<file path="config.mk">
export PLATFORM = sky130hd
export DESIGN_NAME = adex_param_loader_tx
export DESIGN_NICKNAME = d
export VERILOG_FILES = /design/src/rtl/adex_param_loader_tx.sv
export SDC_FILE = /design/constraint.sdc
export NUM_CORES = 1
export LEC_CHECK = 0
export ABC_AREA = 1
export CAP_MARGIN = 20
export CORE_MARGIN = 1.5
export CORE_UTILIZATION = 30
export CTS_BUF_LIST = sky130_fd_sc_hd__clkbuf_8
export DETAILED_ROUTE_END_ITERATION = 8
export GPL_TIMING_DRIVEN = 0
export SLEW_MARGIN = 25
export SYNTH_ARGS = -nofsm -noshare
export SYNTH_HDL_FRONTEND = slang
export SYNTH_SLANG_ARGS = --single-unit
</file>
<file path="constraint.sdc">
create_clock -name clk -period 2.1 [get_ports clk]
set_input_delay 0.42 -clock clk [delete_from_list [all_inputs] [get_ports clk]]
set_output_delay 0.42 -clock clk [all_outputs]
set_load 0.02 [all_outputs]
</file>
<file path="src/rtl/adex_param_loader_tx.sv">
`default_nettype none
// ============================================================================
// Module   : adex_param_loader_tx
// Brief    : Host-side nibble-serial parameter-load transmitter for the AdEx
//            neuron. Holds an 8-byte shadow of the neuron parameters and
//            streams them as HI/LO nibble pairs with optional idle gaps.
//            Optional feature macro: LOADER_STEP_GATE_EN (blocks step_en
//            while a load is in progress).
// Revision : 1.0 - initial release
// ============================================================================
module adex_param_loader_tx #(
    parameter int GAP_CYCLES = 1
) (
    input  logic       clk,
    input  logic       rst_n,
    input  logic       wr_en,
    input  logic [2:0] wr_addr,
    input  logic [7:0] wr_data,
    input  logic       start,
    input  logic       step_req,
    output logic       busy,
    output logic       done,
    output logic [1:0] ld_ctrl,
    output logic [3:0] ld_nibble,
    output logic       step_en,
    output logic [2:0] rx_ptr
);

    typedef enum logic [2:0] {
        S_IDLE = 3'd0,
        S_HI   = 3'd1,
        S_LO   = 3'd2,
        S_GAP  = 3'd3,
        S_DONE = 3'd4
    } state_t;

    localparam logic [3:0] C_GAP_LAST  = 4'((GAP_CYCLES > 0) ? (GAP_CYCLES - 1) : 0);
    localparam logic [3:0] C_NUM_BYTES = 4'd8;
    localparam logic [7:0] C_SHADOW_INIT [8] = '{
        8'h82, 8'h01, 8'h02, 8'h05, 8'h80, 8'h80, 8'hC8, 8'h01
    };

    state_t     r_state;
    logic [7:0] r_shadow [8];
    logic [7:0] r_tx_byte;
    logic [3:0] r_byte_cnt;
    logic [3:0] r_gap_cnt;

    logic       w_busy_next;
    logic [2:0] w_cap_idx;
    logic [7:0] w_cap_byte;

    // A LO->HI hop (no gap) captures before rx_ptr has advanced, so look one ahead.
    assign w_cap_idx  = (r_state == S_LO) ? (rx_ptr + 3'd1) : rx_ptr;
    assign w_cap_byte = r_shadow[w_cap_idx];

    always_comb begin
        w_busy_next = 1'b0;
        case (r_state)
            S_IDLE:  w_busy_next = start;
            S_HI:    w_busy_next = 1'b1;
            S_LO:    w_busy_next = (GAP_CYCLES != 0) || (r_byte_cnt != 4'd7);
            S_GAP:   w_busy_next = !((r_gap_cnt == C_GAP_LAST) && (r_byte_cnt == C_NUM_BYTES));
            default: w_busy_next = 1'b0;
        endcase
    end

    always_ff @(posedge clk or negedge rst_n) begin
        if (!rst_n) begin
            r_state    <= S_IDLE;
            r_tx_byte  <= 8'h00;
            r_byte_cnt <= 4'd0;
            r_gap_cnt  <= 4'd0;
            busy       <= 1'b0;
            done       <= 1'b0;
            ld_ctrl    <= 2'b00;
            ld_nibble  <= 4'h0;
            step_en    <= 1'b0;
            rx_ptr     <= 3'd0;
            for (int i = 0; i < 8; i++) begin
                r_shadow[i] <= C_SHADOW_INIT[i];
            end
        end else begin
            if (wr_en) begin
                r_shadow[wr_addr] <= wr_data;
            end

            busy <= w_busy_next;
            done <= 1'b0;
`ifdef LOADER_STEP_GATE_EN
            step_en <= step_req & ~w_busy_next;
`else
            step_en <= step_req;
`endif

            case (r_state)
                S_IDLE: begin
                    ld_ctrl   <= 2'b00;
                    ld_nibble <= 4'h0;
                    if (start) begin
                        r_state    <= S_HI;
                        r_byte_cnt <= 4'd0;
                        r_tx_byte  <= w_cap_byte;
                        ld_ctrl    <= 2'b11;
                        ld_nibble  <= w_cap_byte[7:4];
                    end
                end
                S_HI: begin
                    r_state   <= S_LO;
                    ld_ctrl   <= 2'b00;
                    ld_nibble <= r_tx_byte[3:0];
                end
                S_LO: begin
                    rx_ptr     <= rx_ptr + 3'd1;
                    r_byte_cnt <= r_byte_cnt + 4'd1;
                    ld_ctrl    <= 2'b00;
                    ld_nibble  <= 4'h0;
                    if (GAP_CYCLES != 0) begin
                        r_state   <= S_GAP;
                        r_gap_cnt <= 4'd0;
                    end else if (r_byte_cnt == 4'd7) begin
                        r_state <= S_DONE;
                        done    <= 1'b1;
                    end else begin
                        r_state   <= S_HI;
                        r_tx_byte <= w_cap_byte;
                        ld_ctrl   <= 2'b11;
                        ld_nibble <= w_cap_byte[7:4];
                    end
                end
                S_GAP: begin
                    ld_ctrl   <= 2'b00;
                    ld_nibble <= 4'h0;
                    if (r_gap_cnt == C_GAP_LAST) begin
                        if (r_byte_cnt == C_NUM_BYTES) begin
                            r_state <= S_DONE;
                            done    <= 1'b1;
                        end else begin
                            r_state   <= S_HI;
                            r_tx_byte <= w_cap_byte;
                            ld_ctrl   <= 2'b11;
                            ld_nibble <= w_cap_byte[7:4];
                        end
                    end else begin
                        r_gap_cnt <= r_gap_cnt + 4'd1;
                    end
                end
                S_DONE: begin
                    // start is deliberately ignored here; a new load needs an IDLE cycle.
                    r_state   <= S_IDLE;
                    ld_ctrl   <= 2'b00;
                    ld_nibble <= 4'h0;
                end
                default: begin
                    r_state   <= S_IDLE;
                    ld_ctrl   <= 2'b00;
                    ld_nibble <= 4'h0;
                end
            endcase
        end
    end

endmodule
`default_nettype wire
</file>
# Word level (Yosys, flattened, before mapping)
# Index checks and enable logic that the tools add are counted.
word_totals:
  reg_bits: 91
  input_bits: 16
op_classes:
  n_addsub: 3
  order_cmp: 3
  eq_ne: 8
  n_mux: 31
  bitwise: 2
  reduce_logical: 13
op_table:
  columns: ["operator", "count"]
  rows:
  - ["$bwmux W64", 1]
  - ["$mux W4", 8]
  - ["$bmux W8 S3", 1]
  - ["$demux W8 S3", 1]
  - ["$mux W8", 3]
  - ["$pmux W4 S2", 3]
  - ["$mux W3", 4]
  - ["$pmux W3 S4", 1]
  - ["$pmux W4 S3", 1]
  - ["$add A4 B1 Y4 const B", 2]
  - ["$ge A4 B4 Y1 const B", 2]
  - ["$ne A2 B2 Y1 const B", 4]
  - ["$not A3 Y4", 2]
  - ["$eq A3 B2 Y1 const B", 2]
  - ["$mux W2", 3]
  - ["$reduce_and A2 Y1", 3]
  - ["$reduce_bool A2 Y1", 3]
  - ["$eq A4 B4 Y1 const B", 1]
  - ["$logic_not A4 Y1", 1]
  - ["$lt A4 B1 Y1 const B", 1]
  - ["$pmux W2 S2", 1]
  - ["$reduce_and A4 Y1", 1]
  - ["$add A3 B1 Y3 const B", 1]
  - ["$eq A3 B1 Y1 const B", 1]
  - ["other kinds (6)", 9]

# Logic depth before layout (Yosys ltp)
depth:
  ltp_word: 9
  ltp_mapped: 12

# Worst setup path after synthesis
# OpenSTA, ideal clock, no wires.
synth_timing:
  kind: "flip-flop to flip-flop"
  startpoint: "reg rx_ptr[0]"
  endpoint: "reg ld_nibble[3]"
  setup_ps: 118
  arrival_ps: 1395
  required_ps: 1982
  slack_ps: 587
  path_stages_with_launch: 13
  path_cell_list: "dfrtp_1 ha_1 inv_1 nand2_1 nand2_1 nand2_1 nand2_2 inv_2 buf_6 nand3_1 nand3_1 nand3_1 nand2_1"
synth_via:
  elab_chain_len: 9
  word_cells_on_any_way: 10
  cone_classes: "add/sub (1); mux (8); bitwise (1)"
synth_rtl:
  columns: ["item", "line_no", "rtl"]
  rows:
  - ["start: declaration", "26", "output logic [2:0] rx_ptr"]
  - ["start signal: assignment", "114", "rx_ptr <= rx_ptr + 3'd1;"]
  - ["$add A3 B1 Y3 *", "54", "assign w_cap_idx = (r_state == S_LO) ? (rx_ptr + 3'd1) : rx_ptr;"]
  - ["$mux W3 *", null, null]
  - ["net w_cap_idx[2]", "50", "logic [2:0] w_cap_idx;"]
  - ["$not A3 Y4 (implied by the code) *", "55", "assign w_cap_byte = r_shadow[w_cap_idx];"]
  - ["$bmux W8 S3 *", "55", null]
  - ["$mux W8 (implied by the code) * (2 in series)", "55", null]
  - ["$mux W4", "135", "if (r_byte_cnt == C_NUM_BYTES) begin"]
  - ["$mux W4", "134", "if (r_gap_cnt == C_GAP_LAST) begin"]
  - ["$pmux W4 S3 *", "96", "case (r_state)"]
  - ["end signal: assignment", "105", "ld_nibble <= w_cap_byte[7:4];"]
  - ["end signal: assignment", "111", "ld_nibble <= r_tx_byte[3:0];"]
  - ["end signal: assignment", "142", "ld_nibble <= w_cap_byte[7:4];"]
  - ["end: declaration", "24", "output logic [3:0] ld_nibble,"]
# The timed path passes the listed nets; every way through them passes the cells marked *. The select of a mux whose other input is x is not followed.
# A chain may end at the register's enable or synchronous reset.

# Worst setup path in the final report
layout_timing:
  startpoint: "reg rx_ptr[0]"
  endpoint: "out rx_ptr[0]"
# No word-level cell between the ends.

==> results_dict.tcl <==
set metrics [dict create \
    place_inst 766 \
    ff_latch_area_sq_um 2270 \
    grt_pass1_wl_mm 18.8 \
    p_per_area_nw_per_um2 1370 \
    drtPass1Iterations 5 \
    drv_cap 0 \
    path_max_fanout 5 \
    wl_met1_mm 5.25 \
    routed-wl-met3_um 586 \
    avgSynthCellArea_sq_um 7.96 \
    tightestPinTransition_ns 0.546 \
    rsz0062_at_grt "no" \
    die_w_um 124 \
    syn_nets 575 \
    cts_max_path_buffers 2 \
    crit_buf_inv 1 \
    vias 3734 \
    routed.top_layer "met4" \
    postRouteWirelength_mm 11.3 \
    fillerInstances 1500 \
    leakage_nw 2.57 \
    cts-root-buf "clkbuf_8" \
    post_cts_buffers 0 \
    diodes 0 \
    drtIter0Drc 401 \
    syn_inst 554 \
    critical_path_depth 1 \
    rows 44 \
    syn_area_sq_um 4410 \
    track_usage_pct 15.4 \
    outcome "finished, final reports clean" \
    setup_viol 0 \
    ys_seq_elements 90 \
    clk_pin_slew_worst_paths_ns 0.09 \
    crit_arrival_ns 1.47 \
    fin_util_pct 36.1 \
    routed_via_density 4.77 \
    period_needed_ns 1.89 \
    htreeDepth 3 \
    io_buffers 27 \
    cp.required_ns 1.68 \
    gp_congestion 0.832 \
    endpoint_kind "output port" \
    cts_buffers 9 \
    multi_input_area_sq_um 1640 \
    synth.yosys.seq_area_share_pct 51.4 \
    finalCritPeriodShare_pct 90.0 \
    synth_area_leader_cell "dfrtp_1" \
    die_area_sq_um 15400 \
    cts_sinks 90 \
    ant_nets 0 \
    syn_to_final_growth_pct 17.9 \
    routed-wl-met2_mm 5.26 \
    layout_common_cells "135 x nand2_1, 98 x nand3_1, 95 x inv_1, 78 x dfrtp_1, 70 x o21ai_0" \
    peakVddDrop_mv 0.378 \
    slew_headroom_pct 63.3 \
    synthTopCellsByArea "dfrtp_1 44%, nand2_1 11%, nand3_1 11%" \
    wl_per_cell_um 14.4 \
    final_max_slew_viol_count 0 \
    path_class "flop to output port" \
    cpPeakStageDelay_ns 0.64 \
    antenna_found_initial 0 \
    clk_latency_ns 0.38 \
    netlist-cell-type-count 30 \
    cts_resized 0 \
    grt_max_degree 63 \
    rr_worst_depth 9 \
    hp-class "input port to async pin" \
    cp-start-kind "flop" \
    dp.final_hpwl_mm 8.12 \
    yosysWarnings 0 \
    core_area_sq_um 14400 \
    crit_family "buffers and inverters" \
    fmax_mhz 529 \
    drive_gt1_share_pct 10.5 \
    overflow 0 \
    nNetsFinal 615 \
    synth_top_area_share_pct 44.3 \
    fin_skew_ns 0.00821 \
    cp_slowest_cell "clkdlybuf4s50_1" \
    drc 0 \
    crit_chain "clkdlybuf4s50_1" \
    cts_tree "built" \
    final_cells 783 \
    start_util_pct 30.6 \
    final_hold_viol_count 0 \
    die_h_um 124 \
    layout_commonest_cell "nand2_1" \
    grt_pass1_vias 3653 \
    pin_count 28 \
]
where the power goes:
| part | total (W) | internal (W) | switching (W) |
|---|---|---|---|
| Sequential | 0.00243 | 0.00217 | 0.000257 |
| Combinational | 0.00320 | 0.00117 | 0.00203 |
| Clock | 0.00147 | 0.000824 | 0.000649 |
per-stage QoR:
stage | total power [W] | hold WS, ns | setup WS, ns | setup TNS (ns) | cell area [sq um]
after floorplan | 0.00464 | 0.124 | 0.587 | 0 | 4410
after global placement | 0.00558 | 0.466 | -2.66 | -226.08 | 4910
after detailed placement | 0.00565 | 0.314 | -0.0448 | -0.176 | 4940
after CTS | 0.00714 | 0.467 | 0.197 | 0 | 5200
after global routing | 0.00764 | 0.469 | 0.148 | 0 | 5200
final | 0.00710 | 0.465 | 0.210 | 0 | 5200
synth_stat cells (all sizes together):
cell type	n
inv	99
or2	1
a21oi	2
buf	14
xnor2	1
nand3	99
o22ai	1
clkbuf	8
xor2	1
nand4	2
ha	5
dfrtp	78
nor2	12
nand2	142
nor3	2
dfstp	12
o21ai	74
o31ai	1
area by class of cell:
| type | count | area share, % |
|---|---|---|
| multi-input combinational | 343 | 31.6 |
| sequential | 90 | 43.6 |
| buffer | 22 | 2.45 |
| inverter | 99 | 7.14 |
| tap | 184 | 4.43 |
| clock inverter | 6 | 2.19 |
| timing repair buffer | 29 | 5.94 |
| clock buffer | 10 | 2.65 |
path summary, 6_finish.rpt:
check                        startpoint  slack, ns           end
setup / recovery              rx_ptr[0]       0.21     rx_ptr[0]
hold / removal                    rst_n       0.47  r_gap_cnt[2]
setup reg to reg             r_state[0]       0.28  r_tx_byte[0]
hold reg to reg            r_tx_byte[1]       0.49  ld_nibble[1]
max in group asynchronous         rst_n       0.99  r_shadow[57]
min in group clk               step_req       0.48       step_en
cell families after synthesis:
family / Yosys count / synth area share, %
simple gates: 258 / 26.2
buf+inv: 121 / 11.3
flops: 90 / 51.4
compound gates: 78 / 9.28
fa+ha+maj: 5 / 1.42
xor+xnor: 2 / 0.397
layer usage:
| metal | vias to the layer above | track usage (%) |
|---|---|---|
| li1 | 1823 | - |
| met1 | 1792 | 20.5 |
| met2 | 101 | 24.5 |
| met3 | 18 | 3.91 |
| met4 | 0 | 4.94 |
| met5 | - | 0 |
flip-flops by register name, summed over array words and instances, names as in the netlist:
signal / count
r_shadow: 64
ld_nibble: 4
r_byte_cnt: 4
r_gap_cnt: 4
r_tx_byte: 4
r_state: 3
rx_ptr: 3
busy: 1
done: 1
ld_ctrl: 1
step_en: 1
repair_timing:
item                                    4_1_cts  5_1_grt
hold buffers                                  1        0
hold endpoints to repair                     25        0
endpoints found under the setup margin        0        0
worst reg2reg max path, delay by kind of cell, from the launching register on:
family,cells,cell delay [ns]
flip-flops,1,0.46
buffers and inverters,1,0.22
AND/OR/NAND/NOR,8,1.03
No activity file was read; power rests on OpenSTA's default activity.
